### src/rtl/counter_ram_arbiter.sv
// counter_ram_arbiter: round-robin access to a shared counter RAM plus a sweep-clear sequencer
module counter_ram_arbiter #(
  parameter int NUM_REQ = 4,
  parameter int BITS_DIRECT = 6,
  parameter int SIZE_COUNTER = 4,
  localparam int IDW = $clog2(NUM_REQ)
) (
  input  logic                           clk,
  input  logic                           gen_reset,
  input  logic [NUM_REQ-1:0]             req,
  input  logic [2*NUM_REQ-1:0]           req_op,
  input  logic [BITS_DIRECT*NUM_REQ-1:0] req_addr,
  output logic [NUM_REQ-1:0]             gnt,
  input  logic                           flush_start,
  output logic                           busy,
  output logic                           rd_valid,
  output logic [IDW-1:0]                 rd_id,
  output logic [SIZE_COUNTER-1:0]        rd_data,
  output logic                           ram_we,
  output logic [BITS_DIRECT-1:0]         ram_addr,
  output logic                           ram_read,
  output logic                           ram_clr,
  input  logic [SIZE_COUNTER-1:0]        ram_dout
);
  typedef enum logic [1:0] {S_IDLE, S_SERVE, S_FLUSH} state_t;
  state_t                 r_state;
  logic [IDW-1:0]         r_ptr;
  logic [IDW-1:0]         r_cmd_id;
  logic [IDW-1:0]         r_p1_id;
  logic                   r_p1;
  logic [BITS_DIRECT-1:0] r_flush_cnt;
  logic                   w_hit;
  logic [IDW-1:0]         w_win;
  logic [IDW-1:0]         w_ptr_nxt;
  logic [1:0]             w_op;
  logic [BITS_DIRECT-1:0] w_addr;
  int                     w_j;
  // first active requester at or after the pointer, and its op/address
  always_comb begin
    w_hit = 1'b0;
    w_win = '0;
    w_j = 0;
    w_op = 2'b11;
    w_addr = '0;
    for (int k = 0; k < NUM_REQ; k++) begin
      w_j = int'(r_ptr) + k;
      w_j = (w_j >= NUM_REQ) ? w_j - NUM_REQ : w_j;
      if (!w_hit && req[IDW'(w_j)]) begin
        w_hit = 1'b1;
        w_win = IDW'(w_j);
      end
    end
    for (int i = 0; i < NUM_REQ; i++) begin
      if (w_win == IDW'(i)) begin
        w_op = req_op[2*i +: 2];
        w_addr = req_addr[BITS_DIRECT*i +: BITS_DIRECT];
      end
    end
    w_ptr_nxt = (w_win == IDW'(NUM_REQ-1)) ? '0 : w_win + 1'b1;
  end
  // control FSM: grants, flush sweep and the two-stage read-return pipeline
  always_ff @(posedge clk or posedge gen_reset) begin
    if (gen_reset) begin
      r_state <= S_IDLE;
      r_ptr <= '0;
      r_cmd_id <= '0;
      r_p1 <= 1'b0;
      r_p1_id <= '0;
      r_flush_cnt <= '0;
      gnt <= '0;
      busy <= 1'b0;
      rd_valid <= 1'b0;
      rd_id <= '0;
      rd_data <= '0;
      ram_we <= 1'b0;
      ram_addr <= '0;
      ram_read <= 1'b0;
      ram_clr <= 1'b0;
    end else begin
      gnt <= '0;
      ram_we <= 1'b0;
      ram_read <= 1'b0;
      ram_clr <= 1'b0;
      ram_addr <= '0;
      r_p1 <= ram_read;
      r_p1_id <= r_cmd_id;
      rd_valid <= r_p1;
      rd_id <= r_p1 ? r_p1_id : '0;
      rd_data <= r_p1 ? ram_dout : '0;
      if (r_state == S_FLUSH) begin
        if (r_flush_cnt == '1) begin
          r_state <= S_IDLE;
          busy <= 1'b0;
          r_flush_cnt <= '0;
        end else begin
          r_flush_cnt <= r_flush_cnt + 1'b1;
          ram_clr <= 1'b1;
          ram_addr <= r_flush_cnt + 1'b1;
        end
      end else if (flush_start) begin
        r_state <= S_FLUSH;
        busy <= 1'b1;
        ram_clr <= 1'b1;
        r_flush_cnt <= '0;
      end else if (w_hit) begin
        r_state <= S_SERVE;
        gnt <= NUM_REQ'(1) << w_win;
        ram_addr <= w_addr;
        ram_we <= (w_op == 2'b00);
        ram_read <= (w_op == 2'b01);
        ram_clr <= (w_op == 2'b10);
        r_cmd_id <= w_win;
        r_ptr <= w_ptr_nxt;
      end else begin
        r_state <= S_IDLE;
      end
    end
  end
endmodule

### config.mk
export PLATFORM = sky130hd
export DESIGN_NAME = counter_ram_arbiter
export DESIGN_NICKNAME = d
export VERILOG_FILES = /design/src/rtl/counter_ram_arbiter.sv
export SDC_FILE = /design/constraint.sdc
export NUM_CORES = 1
export LEC_CHECK = 0
export ABC_AREA = 1
export BUFFER_PORTS_ARGS = -buffer_cell sky130_fd_sc_hd__clkbuf_2
export CAP_MARGIN = 10
export CORE_UTILIZATION = 40
export DETAILED_ROUTE_END_ITERATION = 10
export PLACE_DENSITY = 0.73
export SYNTH_ARGS = -nofsm -noshare
export SYNTH_HDL_FRONTEND = slang
export SYNTH_SLANG_ARGS = --single-unit
### constraint.sdc
create_clock -name clk -period 3.52 [get_ports clk]
set_input_delay 0.352 -clock clk [delete_from_list [all_inputs] [get_ports clk]]
set_output_delay 0.352 -clock clk [all_outputs]
set_load 0.01 [all_outputs]
# After elaboration in Yosys (flattened, before gate mapping)
# Cells that the tools add are included.
[totals] ff_bits=36 wordCells=115
[classes] add_sub_neg=9 n_lt_le_gt_ge=8 eq_ne=8 shifts=1 mux=61 n_bitwise=2 n_reduce_logical=11
[ops] operator="$mux W6" count=10
[ops] operator="$mux W2" count=17
[ops] operator="$mux W1" count=26
[ops] operator="$lt A2 B4 Y1 const B" count=4
[ops] operator="$mux W4" count=4
[ops] operator="$ge A3 B3 Y1 const B" count=3
[ops] operator="$bmux W1 S2" count=4
[ops] operator="$eq A2 B2 Y1 const B" count=4
[ops] operator="$sub A2 B1 Y2 const B" count=4
[ops] operator="$add A2 B2 Y3 const B" count=2
[ops] operator="$add A6 B1 Y6 const B" count=1
[ops] operator="$eq A6 B6 Y1 const B" count=1
[ops] operator="$eq A2 B1 Y1 const B" count=2
[ops] operator="$logic_not A2 Y1" count=2
[ops] operator="$shl A1 B2 Y4 const A" count=1
[ops] operator="$add A2 B1 Y3 const B" count=1
[ops] operator="$ge A2 B3 Y1 const B" count=1
[ops] operator="$logic_and A1 B1 Y1" count=3
[ops] operator="$logic_not A1 Y1" count=3
[ops] operator="$reduce_and A3 Y1" count=1
[ops] operator="$add A2 B1 Y2 const B" count=1
[ops] operator="$ne A2 B1 Y1 const B" count=1
[ops] operator="$not A1 Y1" count=2
[ops] operator="$reduce_and A2 Y1" count=1
[ops] operator="$reduce_bool A2 Y1" count=1

# Logic depth before layout (Yosys ltp)
[depth] ltp_word=24 depth_mapped=21

# Worst setup path before layout
# OpenSTA, ideal clock, no wires.
[synth_path] kind="register to register" start="register r_ptr[0]" end="register ram_addr[3]" setup_time_ns=0.083 t_arrival_ns=2.234 setup_slack_ns=1.204 path_stages_with_launch=17 path_buffers=2 synth_period_minus_slack_ns=2.316 cell_sequence="dfrtp_1 -> buf_6 -> inv_4 -> nand2_1 -> nand3_1 -> nand2_2 -> nor2_8 -> nand3_4 -> nand3_1 -> inv_1 -> ha_1 -> buf_2 -> nor2_1 -> a22oi_1 -> o21ai_0 -> o21bai_1 -> o21ai_0"
[synth_between] elab_chain_cells=23 word_cells_on_any_way=52 cone_classes="7 x add/sub; 4 x order compare; 3 x eq/ne; 31 x mux; 7 x reduce/logical"
[synth_rtl] element="from (decl)" line_no="27" text="logic [IDW-1:0] r_ptr;"
[synth_rtl] element="from (signal assigned)" line_no="113" text="r_ptr <= w_ptr_nxt;"
[synth_rtl] element="parallel branches: the longest is 14 deep, another holds $add A2 B1 Y3"
[synth_rtl] element="$mux W2 (*)" line_no="48" text="if (!w_hit && req[IDW'(w_j)]) begin"
[synth_rtl] element="named net w_win[0]" line_no="33" text="logic [IDW-1:0] w_win;"
[synth_rtl] element="$logic_not A2 Y1" line_no="54" text="if (w_win == IDW'(i)) begin"
[synth_rtl] element="$mux W6 (3 in a row)" line_no="54"
[synth_rtl] element="$mux W6 (*)" line_no="54"
[synth_rtl] element="$mux W6 (*)" line_no="105" text="end else if (w_hit) begin"
[synth_rtl] element="$mux W6 (*)" line_no="100" text="end else if (flush_start) begin"
[synth_rtl] element="$mux W6 (*)" line_no="90" text="if (r_state == S_FLUSH) begin"
[synth_rtl] element="to (signal assigned)" line_no="98" text="ram_addr <= r_flush_cnt + 1'b1;"
[synth_rtl] element="to (signal assigned)" line_no="108" text="ram_addr <= w_addr;"
[synth_rtl] element="to (decl)" line_no="20" text="output logic [BITS_DIRECT-1:0] ram_addr,"
# Mark *: on every way through the listed nets, which the timed path passes. The select of a mux whose other input is x is not followed.
# A chain may end at the register's enable or synchronous reset.

# Worst setup path in the final report
[layout_path] start="register r_ptr[0]" end="register ram_clr"
[layout_between] elab_chain_cells=24 word_cells_on_any_way=53 cone_classes="7 x add/sub; 4 x order compare; 4 x eq/ne; 31 x mux; 7 x reduce/logical"
[layout_rtl] element="parallel branches: the longest is 14 deep, another holds $add A2 B1 Y3"
[layout_rtl] element="$mux W2 (*)" line_no="48"
[layout_rtl] element="named net w_win[1]" line_no="33"
[layout_rtl] element="$logic_not A2 Y1" line_no="54"
[layout_rtl] element="$mux W2 (3 in a row)" line_no="54"
[layout_rtl] element="$mux W2 (*)" line_no="54"
[layout_rtl] element="$eq A2 B2 Y1 (*)" line_no="111" text="ram_clr <= (w_op == 2'b10);"
[layout_rtl] element="$mux W1 (*)" line_no="105"
[layout_rtl] element="$mux W1 (*)" line_no="100"
[layout_rtl] element="$mux W1 (*)" line_no="90"
[layout_rtl] element="to (signal assigned)" line_no="111"
[layout_rtl] element="to (decl)" line_no="22" text="output logic ram_clr,"
# Marked as above.

==> results.yml <==
place:
  port_buffers: 63
  routabilityCongestion: 0.857
  dp.final_hpwl_um: 3120
  placed_cell_area_um2: 2250
  dp.cells: 347
timing:
  rsz0062_at_grt: "false"
  relSlewSlack_pct: 69.1
  clock_skew_ns: 0.00740
  period_minus_slack_ns: 2.88
  tightestPinTransition_ns: 0.462
  max_freq_mhz: 347
  hold_viol: 0
  tns_ns: 0
  hold_ws_ns: 0.115
  finalCritPeriodShare_pct: 81.8
  drv_slew: 0
  finalSetupViolCount: 0
worst_setup_path:
  critPathKind: "reg2reg"
  cp_data_arrival_time_ns: 3.10
  reg2reg_to: "ram_clr"
  reg2reg_from: "r_ptr[0]"
  r2r_cells: 19
  rrSetupSlack_ns: 0.64
  critPathRequiredTime_ns: 3.75
  worstSetupEndpointType: "flip-flop"
  cp_max_fo: 10
  cp-start-kind: "flip-flop"
synthesis:
  syn_inst: 236
  ys_seq_area_share_pct: 47.4
  synth_xor_area_share_pct: 0
  synth-compound-area-share_pct: 12.2
  yosys.area_share.simple_pct: 27.7
  synth_largest_area_cell: "dfrtp_1"
  syn-num-nets: 284
  yosysUniqueCellTypes: 27
  synth_top_family_by_area: "simple AND/OR/NAND/NOR gates"
  synthAdderAreaFrac_pct: 3.29
  synth_top_area_share_pct: 47.4
  yosysWarnings: 0
  muxShareOfSynthArea_pct: 0
  netlist_area_um2: 1900
  syn_area_per_cell_um2: 8.05
  ys_ff_latch: 36
  netlist_top_cells_area: "dfrtp_1, nand2_1, inv_1, o21ai_0, nand3_1"
power:
  p_leak_nw: 1.34
  ir_drop_mv: 0.817
  cellPowerDensity_nw_per_um2: 997
grt:
  grt-ovfl-total: 0
  grt_first_pass_wirelength_um: 6730
  grt_pass1_vias: 1545
  antenna_found_initial: 0
  grt_max_degree: 37
  gr-usage-all-layers_pct: 17.4
die:
  io_pins: 64
  coreArea_um2: 4470
  die_x_um: 70.9
  die_y_um: 70.9
  start_util_pct: 42.5
  dieArea_um2: 5030
  row_count: 24
worst_hold_path:
  min_path_type: "in2async"
cts:
  postCtsSetupBuffers: 0
  clk_pin_slew_ns: 0.08
  clkLatencyLatePin_ns: 0.30
  cts_buffer_depth: 2
  cts_resized: 0
  clkSinkCount: 36
  hold_buffers: 0
  numCtsBuffers: 5
  cts_root_buf: "clkbuf_8"
  cts_tree: "built"
  htreeDepth: 2
layout:
  diodes: 0
  drive_above_1_share_pct: 28.4
  final_common_cell: "clkbuf_2"
  area_delta_synth_final_pct: 23.2
  stdcell_area_um2: 2340
  layout_common_cells: "clkbuf_2, nand2_1, dfrtp_1"
  fin_nets: 350
  instances_no_fill: 355
detailed_routing:
  num_vias: 1678
  first_pass_iters: 7
  drt_iter0_markers: 61
  wl_um: 3950
  ant_nets: 0
  vias_per_cell: 4.73
  routedWlPerCell_um: 11.1
  route.detailed.drc: 8
status:
  violations: "DRC"
  status: "complete, but fails checks"
flow_run:
  cap_violations: 0
-- through the flow --
stage               util (%)  power, mW  worst slack (ns)
floorplan                  -       1.73              1.20
global placement        50.3       2.01             0.763
detailed placement      50.3       2.05             0.684
CTS                     52.3       2.35             0.662
global route            52.3       2.57             0.319
finish                  52.3       2.33             0.642
-- registers in the layout (all words and copies together), names as in the netlist --
name	cells
rd_id	2
rd_data	4
rd_valid	1
r_p1	1
ram_addr	6
r_cmd_id	2
r_flush_cnt	6
ram_we	1
gnt	4
r_ptr	2
r_state	2
r_p1_id	2
ram_read	1
ram_clr	1
busy	1
-- how the worst max path moves through the flow --
stage                  start          end  slack [ns]  cells after the start
floorplan           r_ptr[0]  ram_addr[3]        1.20                     16
global placement    r_ptr[0]      ram_clr        0.76                     19
detailed placement  r_ptr[0]      ram_clr        0.68                     19
CTS                 r_ptr[0]      ram_clr        0.66                     19
global route        r_ptr[0]      ram_clr        0.32                     19
finish              r_ptr[0]      ram_clr        0.64                     19
-- metal layers --
metal | vias up | GRT usage, % | share of wire, %
met5 | - | 0 | 0
met4 | 0 | 8.67 | 2.4
met3 | 7 | 4.56 | 4.9
met2 | 54 | 26.7 | 45
met1 | 740 | 22.9 | 48
li1 | 877 | - | -
-- Yosys cell counts --
master / number
nand2_1: 61
dfrtp_1: 36
inv_1: 33
nor2_1: 21
o21ai_0: 18
nand3_1: 17
a22oi_1: 6
nand2_2: 6
o21ai_1: 6
o21bai_1: 6
ha_1: 5
a21oi_1: 2
buf_2: 2
nand2_4: 2
nand4_1: 2
o22ai_1: 2
buf_6: 1
buf_8: 1
clkbuf_1: 1
clkinv_1: 1
inv_2: 1
inv_4: 1
nand3_4: 1
nand3b_1: 1
nor2_8: 1
nor3_2: 1
or2_2: 1
-- final cells by class --
class                      instances  area, um^2
clock inverter                     3        23.8
inverter                          36         138
timing repair buffer              64         323
sequential                        36         901
fill                             423        2130
tap                               52        65.1
clock buffer                       5        68.8
multi-input combinational        159         822
-- kinds of logic after synthesis --
family | after synthesis
simple gates | 114
fa+ha+maj | 5
compound gates | 40
buf+inv | 41
flops | 36
-- where the power goes --
group | leakage [nW] | internal, mW | total [mW] | switching, mW
Clock | 0.0404 | 0.140 | 0.293 | 0.153
Sequential | 0.474 | 0.545 | 0.616 | 0.0706
Combinational | 0.827 | 0.494 | 1.43 | 0.932
Total | 1.34 | 1.18 | 2.33 | 1.16
-- worst max-delay path: stages, from the launching register on --
cell	delay, ns
dfrtp_1	0.53
inv_4	0.09
nand2_1	0.07
nand2_1	0.09
nand2_2	0.13
nand2_4	0.07
nor2_8	0.11
nand3_1	0.08
nand3_1	0.09
nand2_1	0.11
inv_1	0.10
ha_1	0.34
clkinv_1	0.32
o21ai_0	0.15
inv_1	0.05
nand2_1	0.07
nand2_1	0.10
nor2_1	0.10
nand3_1	0.10
nand3_1	0.11
Note: power is estimated with default switching activity, not from simulation.
